$ cat config.mk
export PLATFORM = sky130hd
export DESIGN_NAME = seq_code_monitor_flat
export DESIGN_NICKNAME = d
export VERILOG_FILES = /design/src/rtl/seq_code_monitor_if.sv /design/src/rtl/seq_code_monitor.sv /design/src/flat_wrapper.sv
export SDC_FILE = /design/constraint.sdc
export NUM_CORES = 1
export LEC_CHECK = 0
export CAP_MARGIN = 20
export CORE_ASPECT_RATIO = 0.75
export CORE_MARGIN = 2
export CORE_UTILIZATION = 58
export CTS_BUF_LIST = sky130_fd_sc_hd__clkbuf_4
export DETAILED_ROUTE_END_ITERATION = 16
export PLACE_DENSITY = 0.87
export SLEW_MARGIN = 20
export SYNTH_ARGS = -nofsm -noshare
export SYNTH_HDL_FRONTEND = slang
export SYNTH_SLANG_ARGS = --single-unit
$ cat constraint.sdc
create_clock -name clk -period 2.9 [get_ports clk]
set_clock_uncertainty 0.1 [all_clocks]
set_input_delay 0.58 -clock clk [delete_from_list [all_inputs] [get_ports clk]]
set_output_delay 0.58 -clock clk [all_outputs]
set_load 0.1 [all_outputs]
$ cat src/rtl/seq_code_monitor_if.sv
// Bus between the T-flip-flop sequence counter and its monitor.
// The code stream enters on valid/code and the health/progress outputs return.
interface seq_code_monitor_if #(
  parameter int ERR_W  = 8,
  parameter int WRAP_W = 8
);
  logic              valid;
  logic [3:0]        code;
  logic              locked;
  logic [3:0]        expected;
  logic              err_pulse;
  logic              wrap_pulse;
  logic [ERR_W-1:0]  err_count;
  logic [WRAP_W-1:0] wrap_count;

  modport master (
    output valid, code,
    input  locked, expected, err_pulse, wrap_pulse, err_count, wrap_count
  );

  modport slave (
    input  valid, code,
    output locked, expected, err_pulse, wrap_pulse, err_count, wrap_count
  );
endinterface

$ cat src/rtl/seq_code_monitor.sv
// Sequence monitor for the 11-state T-flip-flop counter.
// It hunts for a legal code and then acquires LOCK_N consecutive correct
// successors. Once locked, it flags every break and counts completed wraps.
// All outputs are registered, with one cycle of latency from the sampling edge.
module seq_code_monitor #(
  parameter int LOCK_N = 3,
  parameter int ERR_W  = 8,
  parameter int WRAP_W = 8
) (
  input  logic               clk,
  input  logic               clear,
  seq_code_monitor_if.slave  bus
);

  typedef enum logic [1:0] {
    HUNT    = 2'd0,
    ACQUIRE = 2'd1,
    LOCKED  = 2'd2
  } state_t;

  // Successor table of the counter: 0-1-F-2-E-3-D-4-C-7-B-0.
  function automatic logic [3:0] succ(input logic [3:0] c);
    logic [3:0] s;
    case (c)
      4'h0:    s = 4'h1;
      4'h1:    s = 4'hF;
      4'hF:    s = 4'h2;
      4'h2:    s = 4'hE;
      4'hE:    s = 4'h3;
      4'h3:    s = 4'hD;
      4'hD:    s = 4'h4;
      4'h4:    s = 4'hC;
      4'hC:    s = 4'h7;
      4'h7:    s = 4'hB;
      4'hB:    s = 4'h0;
      default: s = 4'h0;
    endcase
    return s;
  endfunction

  // The counter can never produce the codes 5, 6, 8, 9 or A.
  function automatic logic is_legal(input logic [3:0] c);
    return !(c == 4'h5 || c == 4'h6 || c == 4'h8 || c == 4'h9 || c == 4'hA);
  endfunction

  // The error count sticks at all-ones instead of rolling over.
  function automatic logic [ERR_W-1:0] sat_inc(input logic [ERR_W-1:0] v);
    return (v == {ERR_W{1'b1}}) ? v : v + 1'b1;
  endfunction

  // Stage p0: sampled inputs and combinational next values
  logic              vld_p0;
  logic [3:0]        code_p0;
  state_t            state_p0;
  logic [3:0]        run_p0;
  logic [3:0]        exp_p0;
  logic              locked_p0;
  logic              err_p0;
  logic              wrap_p0;
  logic [ERR_W-1:0]  errc_p0;
  logic [WRAP_W-1:0] wrapc_p0;

  // Stage p1: registered state and outputs
  state_t            state_p1;
  logic [3:0]        run_p1;
  logic [3:0]        exp_p1;
  logic              locked_p1;
  logic              err_p1;
  logic              wrap_p1;
  logic [ERR_W-1:0]  errc_p1;
  logic [WRAP_W-1:0] wrapc_p1;

  assign vld_p0  = bus.valid;
  assign code_p0 = bus.code;

  // Next-state logic; an idle cycle holds everything and drops both pulses.
  always_comb begin
    state_p0  = state_p1;
    run_p0    = run_p1;
    exp_p0    = exp_p1;
    locked_p0 = locked_p1;
    err_p0    = 1'b0;
    wrap_p0   = 1'b0;
    errc_p0   = errc_p1;
    wrapc_p0  = wrapc_p1;
    if (vld_p0) begin
      case (state_p1)
        HUNT: begin
          if (is_legal(code_p0)) begin
            exp_p0   = succ(code_p0);
            run_p0   = 4'd0;
            state_p0 = ACQUIRE;
          end
        end
        ACQUIRE: begin
          if (code_p0 == exp_p1) begin
            run_p0 = run_p1 + 4'd1;
            exp_p0 = succ(code_p0);
            if (run_p0 == 4'(LOCK_N)) begin
              state_p0  = LOCKED;
              locked_p0 = 1'b1;
            end
          end else if (is_legal(code_p0)) begin
            exp_p0 = succ(code_p0);
            run_p0 = 4'd0;
          end else begin
            state_p0 = HUNT;
            run_p0   = 4'd0;
          end
        end
        LOCKED: begin
          if (code_p0 == exp_p1) begin
            exp_p0 = succ(code_p0);
            if (code_p0 == 4'h0) begin
              wrap_p0  = 1'b1;
              wrapc_p0 = wrapc_p1 + 1'b1;
            end
          end else begin
            err_p0    = 1'b1;
            errc_p0   = sat_inc(errc_p1);
            locked_p0 = 1'b0;
            run_p0    = 4'd0;
            if (is_legal(code_p0)) begin
              exp_p0   = succ(code_p0);
              state_p0 = ACQUIRE;
            end else begin
              state_p0 = HUNT;
            end
          end
        end
        default: begin
          state_p0 = HUNT;
          run_p0   = 4'd0;
        end
      endcase
    end
  end

  // State register; clear wins over a valid sample on the same edge.
  always_ff @(posedge clk) begin
    if (clear) begin
      state_p1  <= HUNT;
      run_p1    <= 4'd0;
      exp_p1    <= 4'h0;
      locked_p1 <= 1'b0;
      err_p1    <= 1'b0;
      wrap_p1   <= 1'b0;
      errc_p1   <= '0;
      wrapc_p1  <= '0;
    end else begin
      state_p1  <= state_p0;
      run_p1    <= run_p0;
      exp_p1    <= exp_p0;
      locked_p1 <= locked_p0;
      err_p1    <= err_p0;
      wrap_p1   <= wrap_p0;
      errc_p1   <= errc_p0;
      wrapc_p1  <= wrapc_p0;
    end
  end

  assign bus.locked     = locked_p1;
  assign bus.expected   = exp_p1;
  assign bus.err_pulse  = err_p1;
  assign bus.wrap_pulse = wrap_p1;
  assign bus.err_count  = errc_p1;
  assign bus.wrap_count = wrapc_p1;

endmodule

$ cat src/flat_wrapper.sv
// flat-port wrapper written by rule: the top's interface ports become plain ports
module seq_code_monitor_flat 
#(
  parameter int LOCK_N = 3,
  parameter int ERR_W  = 8,
  parameter int WRAP_W = 8
)
  (clk, clear, bus_valid, bus_code, bus_locked, bus_expected, bus_err_pulse, bus_wrap_pulse, bus_err_count, bus_wrap_count);
  seq_code_monitor_if #(.ERR_W(ERR_W), .WRAP_W(WRAP_W)) bus_i ();
  input  logic clk;
  input  logic clear;
  input wire logic [$bits(bus_i.valid)-1:0] bus_valid;
  input wire logic [$bits(bus_i.code)-1:0] bus_code;
  output wire logic [$bits(bus_i.locked)-1:0] bus_locked;
  output wire logic [$bits(bus_i.expected)-1:0] bus_expected;
  output wire logic [$bits(bus_i.err_pulse)-1:0] bus_err_pulse;
  output wire logic [$bits(bus_i.wrap_pulse)-1:0] bus_wrap_pulse;
  output wire logic [$bits(bus_i.err_count)-1:0] bus_err_count;
  output wire logic [$bits(bus_i.wrap_count)-1:0] bus_wrap_count;
  assign bus_i.valid = bus_valid;
  assign bus_i.code = bus_code;
  assign bus_locked = bus_i.locked;
  assign bus_expected = bus_i.expected;
  assign bus_err_pulse = bus_i.err_pulse;
  assign bus_wrap_pulse = bus_i.wrap_pulse;
  assign bus_err_count = bus_i.err_count;
  assign bus_wrap_count = bus_i.wrap_count;
  seq_code_monitor #(.LOCK_N(LOCK_N), .ERR_W(ERR_W), .WRAP_W(WRAP_W)) u_core (.clk(clk), .clear(clear), .bus(bus_i));
endmodule
==> run metrics <==
run status=complete, no violations; worst reg-to-reg path cell count=6; Slew headroom=68.74%; DP Wirelength=2953 um; die width=66.41 um; vias in the first global route=1506; R2R Setup Slk=0.83 ns; Hold Crit Class=register to register; antenna cells=0; I/O pin cnt=30; P_sw=0.2521 mW; critical path arrival=2.63 ns; critical path class=input pin to register; Synth Net Count=208; mapped cell area=1694 um2; antenna violations before repair=0; DRT Pass-1 Iters=4; combinational group share of total power=15.1%; Worst Setup Start Kind=input pin; vias=1579; Async S/R FF share, synth=0%; Tcrit/Tclk final=85.25%; initial DRC count=103; Layout area overhead=22.38%; clock sink count=29; Worst Min Path Start=u_core.bus.locked$_SDFFE_PP0P_; register bit total from synthesis=29; Fmax=404.5 MHz; Main synth FF type=dfxtp_1; largest buffer count on any clock path=2; Die Ht=50.81 um; Post-CTS Setup Bufs=0; post-synth cell types=55; hold buffer count at cts=0; Final min period=2.472 ns; Reg2Reg Capture Point=u_core.state_p1[0]$_SDFFE_PP0P_; Cell Pwr Density=470.0 nW/um2; VDD IR max=0.4228 mV; gr usage total=26.15%; Reg power frac=42.4%; post-place instance area=1971 um2; Clk network pwr share=42.6%; row cnt=16; post_cts resized=0; largest net degree at the start of global routing=23; first-pass GRT wire length=6844 um; Worst Path Max Fanout=7; IO Port Bufs=29; TNS Setup=0 ns; CTS Buf Count=5; WHS=0.4303 ns; Max Cap Viol=0; die area=3374 um2; Place WS=0.1119 ns; final WL=3936 um; CTS tree=done; Reg-to-Reg Start=u_core.run_p1[0]$_SDFFE_PP0P_; worst slew pin tran=0.4628 ns; RSZ-0062 raised after global routing=no; nets=243; CP required=3.06 ns; grt ovf=0; Post-route DRC=0; synth warn=0; Final setup viols=0; Seq/Total Area, Yosys=34.27%; switching share of power=25.88%; Power Internal=0.7222 mW; Fin. Hold Viols=0; Initial Utilization=62.69%; number of synthesized flops with an enable pin=0; RD Place Congestion=0.8882; layout cells sized above 1=22.71%; Routed WL per cell=14.85 um; Final Instance Area=2073 um2; Max Slew Vio Count=0; CTS clk-pin slew, worst paths=0.09 ns; number of vias per cell=5.958; Mean Syn Cell Area=8.778 um2; hold path endpoint=u_core.bus.locked$_SDFFE_PP0P_; Final WS setup=0.4277 ns; clock root cell=clkbuf_4; CP Capture Type=register; LEAKAGE=0.8327 nW; Core Util, Final=76.71%; Syn Inst Count=193; remaining antenna violation count=0; crit path from=bus_code[1]; Hold Path Depth=2; worst skew pair latency=0.33 ns; H-tree depth=2; core region area=2703 um2
==> placed cells by master, fill, tap and decap left out, types with 2 or more instances in the layout <==
master and count:
mux2i_1 2, xnor2_2 2, nor3_1 10, bufinv_16 2, xor2_1 5, clkbuf_4 5
dfxtp_1 29, buf_4 30, nor4_4 2, nor2b_1 3, a31oi_1 2, xnor2_1 8
o22ai_1 2, clkdlybuf4s50_1 6, nand3_1 9, nand3b_1 3, nand4_1 5, a21oi_1 9
nor2_1 21, ha_1 8, o21ai_0 6, nand2_1 14, nand2b_1 4, inv_1 6
or4_1 2, and3_1 3, o31ai_1 2
==> cells in the mapped netlist (all sizes together) (5+ instances only) <==
cell    n  area [um2]
nand2  14       52.55
nor2   22       85.09
dfxtp  29       580.6
xor2    5       43.79
ha      8       100.1
nand3   9       45.04
buf     5       42.53
nand4   6       43.79
nor3   10       50.05
a21oi   9       45.04
inv     6       22.52
xnor2  10       102.6
o21ai   7       38.79
==> power by group through the flow <==
stage | clock network, mW | logic (mW) | registers, mW
6_report | 0.415 | 0.147 | 0.413
5_1_grt | 0.438 | 0.157 | 0.414
4_1_cts | 0.419 | 0.145 | 0.413
3_5_place_dp | 0 | 0.144 | 0.422
3_3_place_gp | 0 | 0.140 | 0.421
2_1_floorplan | 0 | 0.0753 | 0.452
==> per-layer routing <==
| layer | up-vias | global-route usage, % | share of wire (%) |
|---|---|---|---|
| li1 | 770 | - | - |
| met1 | 748 | 34.21 | 44 |
| met2 | 51 | 43.00 | 48 |
| met3 | 10 | 6.951 | 6.1 |
| met4 | 0 | 6.122 | 1.3 |
| met5 | - | 0 | 0 |
==> cell families (layout without fill, tap and decap cells) <==
kind of cell | count (synthesis) | in the layout | share of synthesized area (%)
simple gates | 89 | 89 | 30.58
compound gates | 35 | 35 | 14.25
flops | 29 | 29 | 34.27
xor+xnor | 15 | 15 | 8.641
buf+inv | 14 | 50 | 4.504
fa+ha+maj | 8 | 8 | 5.909
mux | 3 | 3 | 1.846
==> flip-flops by register name (all words and copies together), names as in the netlist <==
signal,cells
u_core.state_p1,2
u_core.run_p1,4
u_core.bus.wrap_pulse,1
u_core.bus.locked,1
u_core.bus.err_pulse,1
u_core.bus.err_count,8
u_core.bus.expected,4
u_core.bus.wrap_count,8
==> critical path, stage by stage <==
cell and delay, ns:
clkdlybuf4s50_1 0.49, inv_1 0.08, ha_1 0.23, nor3_1 0.26, o22a_1 0.22, o221ai_2 0.18, or4_1 0.44, a21oi_1 0.15
==> layout make-up <==
cell class	instances	area, um2
Tap cell	36	45.04
Clock buffer	5	37.54
Inverter	6	22.52
Timing Repair Buffer	36	285.3
Clock inverter	3	65.06
Sequential cell	29	580.6
Fill cell	185	629.4
Multi-Input combinational cell	150	1037
==> how the worst max path moves through the flow <==
stage | end | cells after the start | slack (ns)
final | u_core.run_p1[1]$_SDFFE_PP0P_ | 8 | 0.43
after global routing | u_core.run_p1[1]$_SDFFE_PP0P_ | 8 | 0.26
after CTS | u_core.run_p1[1]$_SDFFE_PP0P_ | 8 | 0.44
after detailed placement | u_core.run_p1[1]$_SDFFE_PP0P_ | 8 | 0.11
after global placement | u_core.bus.wrap_count[7]$_SDFFE_PP0P_ | 8 | 0.19
after floorplan | u_core.bus.wrap_count[4]$_SDFFE_PP0P_ | 5 | 0.59
==> through the flow <==
step	power (mW)	instances
final	0.9743	265
after global routing	1.009	265
after CTS	0.9773	265
after detailed placement	0.5661	257
after global placement	0.5613	257
after floorplan	0.5277	193
Note: power is estimated with default switching activity, not from simulation.
